===== config.mk =====
export PLATFORM = sky130hd
export DESIGN_NAME = mul_seq_ctrl_flat
export DESIGN_NICKNAME = d
export VERILOG_FILES = /design/src/rtl/mul_seq_if.sv /design/src/rtl/mul_seq_ctrl.sv /design/src/flat_wrapper.sv
export SDC_FILE = /design/constraint.sdc
export NUM_CORES = 1
export LEC_CHECK = 0
export CAP_MARGIN = 20
export CORE_ASPECT_RATIO = 1.1
export CORE_UTILIZATION = 40
export CTS_CLUSTER_DIAMETER = 50
export DETAILED_ROUTE_END_ITERATION = 10
export GPL_TIMING_DRIVEN = 0
export HOLD_SLACK_MARGIN = 0.1
export PLACE_DENSITY = 0.71
export REMOVE_ABC_BUFFERS = 1
export SETUP_SLACK_MARGIN = 0.5
export SYNTH_ARGS = -nofsm -noshare
export SYNTH_HDL_FRONTEND = slang
export SYNTH_SLANG_ARGS = --single-unit

===== constraint.sdc =====
create_clock -name clk -period 2.8 [get_ports clk]
set_input_delay 0.56 -clock clk [delete_from_list [all_inputs] [get_ports clk]]
set_output_delay 0.56 -clock clk [all_outputs]
set_load 0.01 [all_outputs]

===== src/rtl/mul_seq_if.sv =====
// Request/result handshake bundle between an issuing pipeline and the
// multiply sequencer.
interface mul_seq_if #(parameter int TAG_W = 5);
  logic              req_valid;
  logic              req_ready;
  logic [1:0]        req_op;
  logic [31:0]       req_a;
  logic [31:0]       req_b;
  logic [TAG_W-1:0]  req_tag;
  logic              res_valid;
  logic              res_ready;
  logic [31:0]       res_data;
  logic [TAG_W-1:0]  res_tag;

  modport master (
    output req_valid, req_op, req_a, req_b, req_tag, res_ready,
    input  req_ready, res_valid, res_data, res_tag
  );

  modport slave (
    input  req_valid, req_op, req_a, req_b, req_tag, res_ready,
    output req_ready, res_valid, res_data, res_tag
  );
endinterface


===== src/rtl/mul_seq_ctrl.sv =====
// Sequencer for the 4-step 16x16 multiplier datapath: steps the datapath,
// returns the requested product half and caches the last full product.
module mul_seq_ctrl #(
  parameter int TAG_W    = 5,
  parameter bit CACHE_EN = 1'b1
) (
  input  logic        clk,
  input  logic        rst_n,
  input  logic        flush,
  mul_seq_if.slave    bus,
  output logic        busy,
  output logic [31:0] mul_ain,
  output logic [31:0] mul_bin,
  output logic        mul_ss,
  output logic        mul_su,
  output logic        mul_uu,
  output logic [1:0]  mul_state,
  input  logic [63:0] mul_prod
);
  typedef enum logic [1:0] {IDLE, CALC, DONE} state_t;
  typedef enum logic [1:0] {CLS_UU, CLS_SS, CLS_SU} cls_t;

  state_t           state_q, state_d;
  logic [1:0]       cnt_q, cnt_d;
  logic [1:0]       op_q;
  cls_t             cls_q, req_cls, ccls_q;
  logic [TAG_W-1:0] tag_q;
  logic             first_q;
  logic [31:0]      ca_q, cb_q;
  logic [63:0]      prod_q;
  logic             cvld_q;
  logic             accept, hit;
  logic [63:0]      p;

  always_comb begin
    req_cls = CLS_UU;
    if (bus.req_op == 2'b01)      req_cls = CLS_SS;
    else if (bus.req_op == 2'b10) req_cls = CLS_SU;
  end

  assign bus.req_ready = (state_q == IDLE) && !flush;
  assign accept        = bus.req_valid && bus.req_ready;
  assign hit           = CACHE_EN && cvld_q && (ca_q == bus.req_a) &&
                         (cb_q == bus.req_b) && (ccls_q == req_cls);

  always_comb begin
    state_d = state_q;
    cnt_d   = cnt_q;
    case (state_q)
      IDLE: if (accept) begin
              state_d = hit ? DONE : CALC;
              cnt_d   = 2'd0;
            end
      CALC: begin
              cnt_d = cnt_q + 2'd1;
              if (cnt_q == 2'd3) state_d = DONE;
            end
      DONE: if (bus.res_ready) state_d = IDLE;
      default: state_d = IDLE;
    endcase
    if (flush) begin
      state_d = IDLE;
      cnt_d   = 2'd0;
    end
  end

  always_ff @(posedge clk or negedge rst_n) begin
    if (!rst_n) begin
      state_q <= IDLE;
      cnt_q   <= 2'd0;
      op_q    <= 2'd0;
      cls_q   <= CLS_UU;
      tag_q   <= '0;
      mul_ain <= 32'd0;
      mul_bin <= 32'd0;
      first_q <= 1'b0;
    end else begin
      state_q <= state_d;
      cnt_q   <= cnt_d;
      // first_q marks the single DONE cycle where mul_prod is the live source
      first_q <= (state_q == CALC) && (state_d == DONE);
      if (accept) begin
        op_q    <= bus.req_op;
        cls_q   <= req_cls;
        tag_q   <= bus.req_tag;
        mul_ain <= bus.req_a;
        mul_bin <= bus.req_b;
      end
    end
  end

  // prod_q holds the datapath result for the rest of DONE and doubles as
  // the cache payload; the key and valid bit exist only with the cache on.
  always_ff @(posedge clk or negedge rst_n) begin
    if (!rst_n) begin
      prod_q <= 64'd0;
      ca_q   <= 32'd0;
      cb_q   <= 32'd0;
      ccls_q <= CLS_UU;
      cvld_q <= 1'b0;
    end else if (state_q == DONE && first_q) begin
      prod_q <= mul_prod;
      if (CACHE_EN) begin
        ca_q   <= mul_ain;
        cb_q   <= mul_bin;
        ccls_q <= cls_q;
        cvld_q <= 1'b1;
      end
    end
  end

  assign p             = first_q ? mul_prod : prod_q;
  assign bus.res_valid = (state_q == DONE);
  assign bus.res_data  = (state_q != DONE) ? 32'd0 :
                         (op_q == 2'b00)   ? p[31:0] : p[63:32];
  assign bus.res_tag   = tag_q;
  assign busy          = (state_q != IDLE);
  assign mul_state     = (state_q == CALC) ? cnt_q : 2'd0;
  assign mul_ss        = (state_q == CALC) && !flush && (cls_q == CLS_SS);
  assign mul_su        = (state_q == CALC) && !flush && (cls_q == CLS_SU);
  assign mul_uu        = (state_q == CALC) && !flush && (cls_q == CLS_UU);
endmodule


===== src/flat_wrapper.sv =====
// flat-port wrapper written by rule: the top's interface ports become plain ports
module mul_seq_ctrl_flat 
#(
  parameter int TAG_W    = 5,
  parameter bit CACHE_EN = 1'b1
)
  (clk, rst_n, flush, busy, mul_ain, mul_bin, mul_ss, mul_su, mul_uu, mul_state, mul_prod, bus_req_valid, bus_req_op, bus_req_a, bus_req_b, bus_req_tag, bus_res_ready, bus_req_ready, bus_res_valid, bus_res_data, bus_res_tag);
  mul_seq_if #(.TAG_W(TAG_W)) bus_i ();
  input  logic clk;
  input  logic rst_n;
  input  logic flush;
  output logic busy;
  output logic [31:0] mul_ain;
  output logic [31:0] mul_bin;
  output logic mul_ss;
  output logic mul_su;
  output logic mul_uu;
  output logic [1:0] mul_state;
  input  logic [63:0] mul_prod;
  input wire logic [$bits(bus_i.req_valid)-1:0] bus_req_valid;
  input wire logic [$bits(bus_i.req_op)-1:0] bus_req_op;
  input wire logic [$bits(bus_i.req_a)-1:0] bus_req_a;
  input wire logic [$bits(bus_i.req_b)-1:0] bus_req_b;
  input wire logic [$bits(bus_i.req_tag)-1:0] bus_req_tag;
  input wire logic [$bits(bus_i.res_ready)-1:0] bus_res_ready;
  output wire logic [$bits(bus_i.req_ready)-1:0] bus_req_ready;
  output wire logic [$bits(bus_i.res_valid)-1:0] bus_res_valid;
  output wire logic [$bits(bus_i.res_data)-1:0] bus_res_data;
  output wire logic [$bits(bus_i.res_tag)-1:0] bus_res_tag;
  assign bus_i.req_valid = bus_req_valid;
  assign bus_i.req_op = bus_req_op;
  assign bus_i.req_a = bus_req_a;
  assign bus_i.req_b = bus_req_b;
  assign bus_i.req_tag = bus_req_tag;
  assign bus_i.res_ready = bus_res_ready;
  assign bus_req_ready = bus_i.req_ready;
  assign bus_res_valid = bus_i.res_valid;
  assign bus_res_data = bus_i.res_data;
  assign bus_res_tag = bus_i.res_tag;
  mul_seq_ctrl #(.TAG_W(TAG_W), .CACHE_EN(CACHE_EN)) u_core (.clk(clk), .rst_n(rst_n), .flush(flush), .bus(bus_i), .busy(busy), .mul_ain(mul_ain), .mul_bin(mul_bin), .mul_ss(mul_ss), .mul_su(mul_su), .mul_uu(mul_uu), .mul_state(mul_state), .mul_prod(mul_prod));
endmodule

# ---- Word-level counts from Yosys, hierarchy flattened
# Index checks and enable logic that the tools add are counted.
dict set report totals {
  regBits 209
  output_inout_bits 109
}
dict set report op_classes {
  addsub 1
  eq_ne 13
  mux 15
  n_reduce_logical 18
}
# op count
set ops {}
lappend ops {{== test 32 bit} 2}
lappend ops {{two-way mux 32 bit} 2}
lappend ops {{two-way mux 64 bit} 1}
lappend ops {{two-way mux 2 bit} 10}
lappend ops {{logical AND 1 bit} 11}
lappend ops {{== test 2 bit, second input constant} 5}
lappend ops {{== test 2 x 1 -> 1 bit, second input constant} 3}
lappend ops {{logical NOT 2 bit} 3}
lappend ops {{case mux 2 bit (3 select lines)} 1}
lappend ops {{case mux 2 bit (2 select lines)} 1}
lappend ops {{!= test 3 x 2 -> 1 bit, second input constant} 1}
lappend ops {{nonzero test 3 bit} 1}
lappend ops {{adder 2 x 1 -> 2 bit, second input constant} 1}
lappend ops {{== test 2 bit} 1}
lappend ops {{!= test 2 bit, second input constant} 1}
lappend ops {{AND reduction 2 bit} 1}
lappend ops {{nonzero test 2 bit} 1}
lappend ops {{logical NOT 1 bit} 1}

# ---- Depth between registers and ports, before layout
dict set report logic_depth {
  depth_word 11
  mapped_depth 8
  ltp_nobuf 6
}

# ---- Worst setup path before layout
# Ideal clock, no wire load.
dict set report synth_path {
  path_type {register -> output}
  startpoint {register u_core.first_q}
  endpoint {output bus_res_data[10]}
  t_arrival_ns 1.558
  path_slack_ns 0.682
  stages_incl_launch_ff 5
  n_path_buf 2
  path_cell_list {dfrtp_1 clkbuf_1 buf_2 mux4_2 and2_1}
}
dict set report synth_between {
  elab_chain_len 3
}
# item line
set synth_lines {}
lappend synth_lines {{from (decl)} mul_seq_ctrl.sv:28} ;# logic first_q;
lappend synth_lines {{from (signal assigned)} mul_seq_ctrl.sv:81} ;# first_q <= (state_q == CALC) && (state_d == DONE);
lappend synth_lines {{two-way mux 64 bit} mul_seq_ctrl.sv:112} ;# assign p = first_q ? mul_prod : prod_q;
lappend synth_lines {{two-way mux 32 bit} mul_seq_ctrl.sv:115} ;# (op_q == 2'b00) ? p[31:0] : p[63:32];
lappend synth_lines {{two-way mux 32 bit} mul_seq_ctrl.sv:114} ;# assign bus.res_data = (state_q != DONE) ? 32'd0 :
lappend synth_lines {{to (decl)} flat_wrapper.sv:28} ;# output wire logic [$bits(bus_i.res_data)-1:0] bus_res_data;
# No other way between the ends.

# ---- Final worst setup path
dict set report layout_path {
  startpoint {register u_core.first_q}
  endpoint {output bus_res_data[15]}
}
# Same word-level chain as after synthesis.

==> flow_summary.yaml <==
grt:
  track_usage_pct: 19.58
  antenna_found_initial: 1
  grt_pass1_vias: 7288
  grt_overflow: 0
  grt_pass1_wl_um: 38070
  grt_max_degree: 113
worst_setup_path:
  crit_type: "reg2out"
  cp.arrival_ns: 2.13
  critPathRequiredTime_ns: 2.24
  crit_start: "u_core.first_q$_DFF_PN0_"
  critPathLaunchType: "flip-flop"
  cp-end-kind: "primary output"
  timing.rr.start: "u_core.first_q$_DFF_PN0_"
  crit_fanout: 8
clock_tree:
  clockBufferDepth: 3
  cts_made_buffers: 26
  clk_latency_ns: 0.51
  cts.reportedPaths.clkPinSlew_ns: 0.06
  clock-sinks: 209
  htree_levels: 1
  tritoncts: "built"
  cts-root-buf: "clkbuf_16"
finish:
  final_layout_size_suffix_gt1_share_pct: 28.98
  final_cells: 1386
  fill_cells: 1942
  finalNetCount: 1203
  utilization_pct: 58.40
  fin_area_um2: 13800
  area_delta_synth_final_pct: 43.34
synthesis:
  netlist_area_um2: 9624
  yosysUniqueCellTypes: 37
  syn-instance-count: 799
  yosysSeqAreaShare_pct: 54.34
  postSynthAreaPerCell_um2: 12.05
  ys_seq_elements: 209
  synth_warnings: 0
timing:
  hold_viol_final: 0
  fin_setup_tns_ns: 0
  max_freq_ghz: 0.3712
  maxSlewViolCount: 0
  rsz0062_at_grt: "true"
  tightest_slew_ns: 0.8689
  fin_crit_sh_pct: 96.22
  slew_headroom_pct: 42.07
  skew_ns: 0.006736
  setup_ws_ns: 0.1058
  setup_violations: 0
  fin_crit_ns: 2.694
  fin_hold_ws_ns: 0.4140
floorplan:
  ios: 249
  num_rows: 59
  coreArea_um2: 23620
  die_w_um: 149.9
  initial_utilization_pct: 40.74
  die_h_um: 164.7
  die-area_um2: 24690
route:
  avgRoutedWirePerCell_um: 17.40
  first_pass_iters: 4
  via_per_inst: 4.981
  drtIter0Drc: 182
  wl_um: 24120
  post-route-drc-count: 0
  final_antenna_net_count: 0
  vias: 6904
placed_design:
  placedCellCount: 1318
  io_buffers: 248
  placed_area_um2: 12510
  pre_cts_ws_ns: -0.2171
  dp_hpwl_um: 15930
  gp_congestion: 0.7289
outcome:
  status: "finished, final reports clean"
pwr:
  p_per_area_nw_per_um2: 600.0
  power.total_mw: 8.277
  worst_ir_drop_vdd_uv: 542.4
  power_leakage_nw: 6.428
hold_path:
  hp-class: "in2reg"
  min_from: "bus_req_a[5]"
job:
  maxCapViolCount: 0
[power breakdown]
group	switching (mW)	leakage, nW	internal, mW
combinational	0.600	3.34	0.783
sequential	0.188	2.66	3.28
clock	1.24	0.436	2.18
[synth_stat cells, drive strengths merged]
| master | number | area share (%) |
|---|---|---|
| nor2 | 5 | 0.20 |
| and2b | 1 | 0.078 |
| nor2b | 13 | 0.92 |
| nor3b | 2 | 0.16 |
| o22ai | 7 | 0.45 |
| xnor2 | 7 | 0.64 |
| o2bb2ai | 1 | 0.16 |
| nand3 | 1 | 0.052 |
| mux2 | 131 | 15 |
| dfrtp | 209 | 54 |
| mux4 | 32 | 7.5 |
| or2 | 1 | 0.065 |
| nor4 | 12 | 0.94 |
| o21bai | 1 | 0.078 |
| or4 | 1 | 0.12 |
| mux2i | 1 | 0.10 |
| o2111ai | 2 | 0.18 |
| a22o | 3 | 0.27 |
| clkbuf | 21 | 0.82 |
| buf | 20 | 0.98 |
| and2 | 35 | 2.3 |
| nand2b | 8 | 0.52 |
| nand4 | 4 | 0.26 |
| ha | 1 | 0.13 |
| nor3 | 2 | 0.10 |
| xor2 | 38 | 3.5 |
| a2111oi | 4 | 0.45 |
| inv | 18 | 0.70 |
| a2111o | 1 | 0.12 |
| o21ai | 6 | 0.31 |
| nand2 | 209 | 8.2 |
| a22oi | 2 | 0.16 |
[kinds of logic (layout without fill, tap and decap cells)]
family,count (synthesis),in the layout,share of synthesized area [%]
AND/OR/NAND/NOR,294,294,13.83
flip-flops,209,209,54.34
buffers and inverters,59,340,2.496
other,0,1,0
AO/OA/AOI/OAI,27,27,2.184
multiplexers,164,164,22.92
adder cells (fa/ha/maj),1,1,0.1300
XOR/XNOR,45,45,4.095
[per-layer routing]
| layer | vias up | global-route usage (%) | wire [um] |
|---|---|---|---|
| met5 | - | 0 | 0 |
| met4 | 0 | 4.132 | 335 |
| met3 | 26 | 6.381 | 2311 |
| met2 | 234 | 34.18 | 11740 |
| met1 | 3391 | 23.47 | 9726 |
| li1 | 3253 | - | - |
[flip-flops by register name, summed over array words and instances (netlist names)]
signal / cells
u_core.prod_q: 64
u_core.first_q: 1
u_core.bus.res_tag: 5
u_core.mul_bin: 32
u_core.ca_q: 32
u_core.cnt_q: 2
u_core.op_q: 2
u_core.ccls_q: 2
u_core.state_q: 2
u_core.cls_q: 2
u_core.cb_q: 32
u_core.mul_ain: 32
u_core.cvld_q: 1
[cells in the final DEF (no fill, tap or decap), types with 2 or more instances in the layout]
cell type / Yosys / layout
dfrtp_1: 209 / 208
nand2_1: 209 / 207
clkdlybuf4s50_1: 0 / 194
mux2_2: 131 / 131
xor2_1: 38 / 38
mux4_2: 32 / 32
clkbuf_16: 0 / 27
buf_6: 0 / 22
and2_4: 0 / 21
inv_1: 18 / 17
buf_2: 15 / 17
dlygate4sd2_1: 0 / 15
and2_1: 35 / 14
buf_4: 0 / 11
nor4_1: 11 / 10
nor2b_4: 1 / 7
o22ai_1: 7 / 7
xnor2_1: 7 / 7
clkbuf_1: 21 / 7
buf_16: 0 / 7
nand2b_1: 8 / 6
o21ai_0: 6 / 6
buf_12: 0 / 5
nor2b_1: 12 / 4
nand4_1: 4 / 4
bufinv_16: 0 / 4
a22o_1: 3 / 3
a2111oi_4: 0 / 3
nor2_1: 5 / 3
clkinv_2: 0 / 3
nor2_4: 0 / 2
nand2b_4: 0 / 2
o2111ai_1: 2 / 2
nor2b_2: 0 / 2
a22oi_1: 2 / 2
nor3b_2: 0 / 2
clkbuf_8: 0 / 2
clkinv_4: 0 / 2
clkdlybuf4s15_1: 0 / 2
[worst max-delay path: stages, from the launching register on]
cell and delay (ns):
dfrtp_4 0.51, buf_6 0.14, buf_6 0.12, buf_16 0.14
mux4_2 0.44, and2_4 0.16, buf_6 0.11
[worst paths after layout]
kind | to | slack, ns | depth (start not counted)
setup reg to reg | u_core.cb_q[0]$_DFFE_PN0P_ | 0.63 | 7
min in group asynchronous | u_core.prod_q[63]$_DFFE_PN0P_ | 0.67 | 2
setup / recovery | bus_res_data[15] | 0.11 | 6
hold reg to reg | u_core.bus.res_tag[4]$_DFFE_PN0P_ | 0.47 | 2
max in group asynchronous | u_core.ca_q[26]$_DFFE_PN0P_ | 1.12 | 3
hold / removal | u_core.mul_ain[5]$_DFFE_PN0P_ | 0.41 | 3
[area by class of cell]
type                            count  area (um2)  share of cell area (%)
Sequential cell                   209        5234                   37.94
Multi-Input combinational cell    531        4380                   31.75
Timing Repair Buffer              276        2839                   20.58
Clock buffer                       36       729.5                   5.288
Tap cell                          305       381.6                   2.766
Clock inverter                     10       161.4                   1.170
Inverter                           18       67.56                  0.4898
Antenna cell                        1       2.502                 0.01814
[timing repair]
item / in CTS / in global routing
buffers inserted: 15 / 2
pin swaps: 23 / 14
endpoints found under the hold margin: 13 / 0
gates cloned: 3 / 0
resized for setup: 203 / 39
hold buffers: 1 / 0
setup endpoints to repair: 41 / 133
Note: power is estimated with default switching activity, not from simulation.
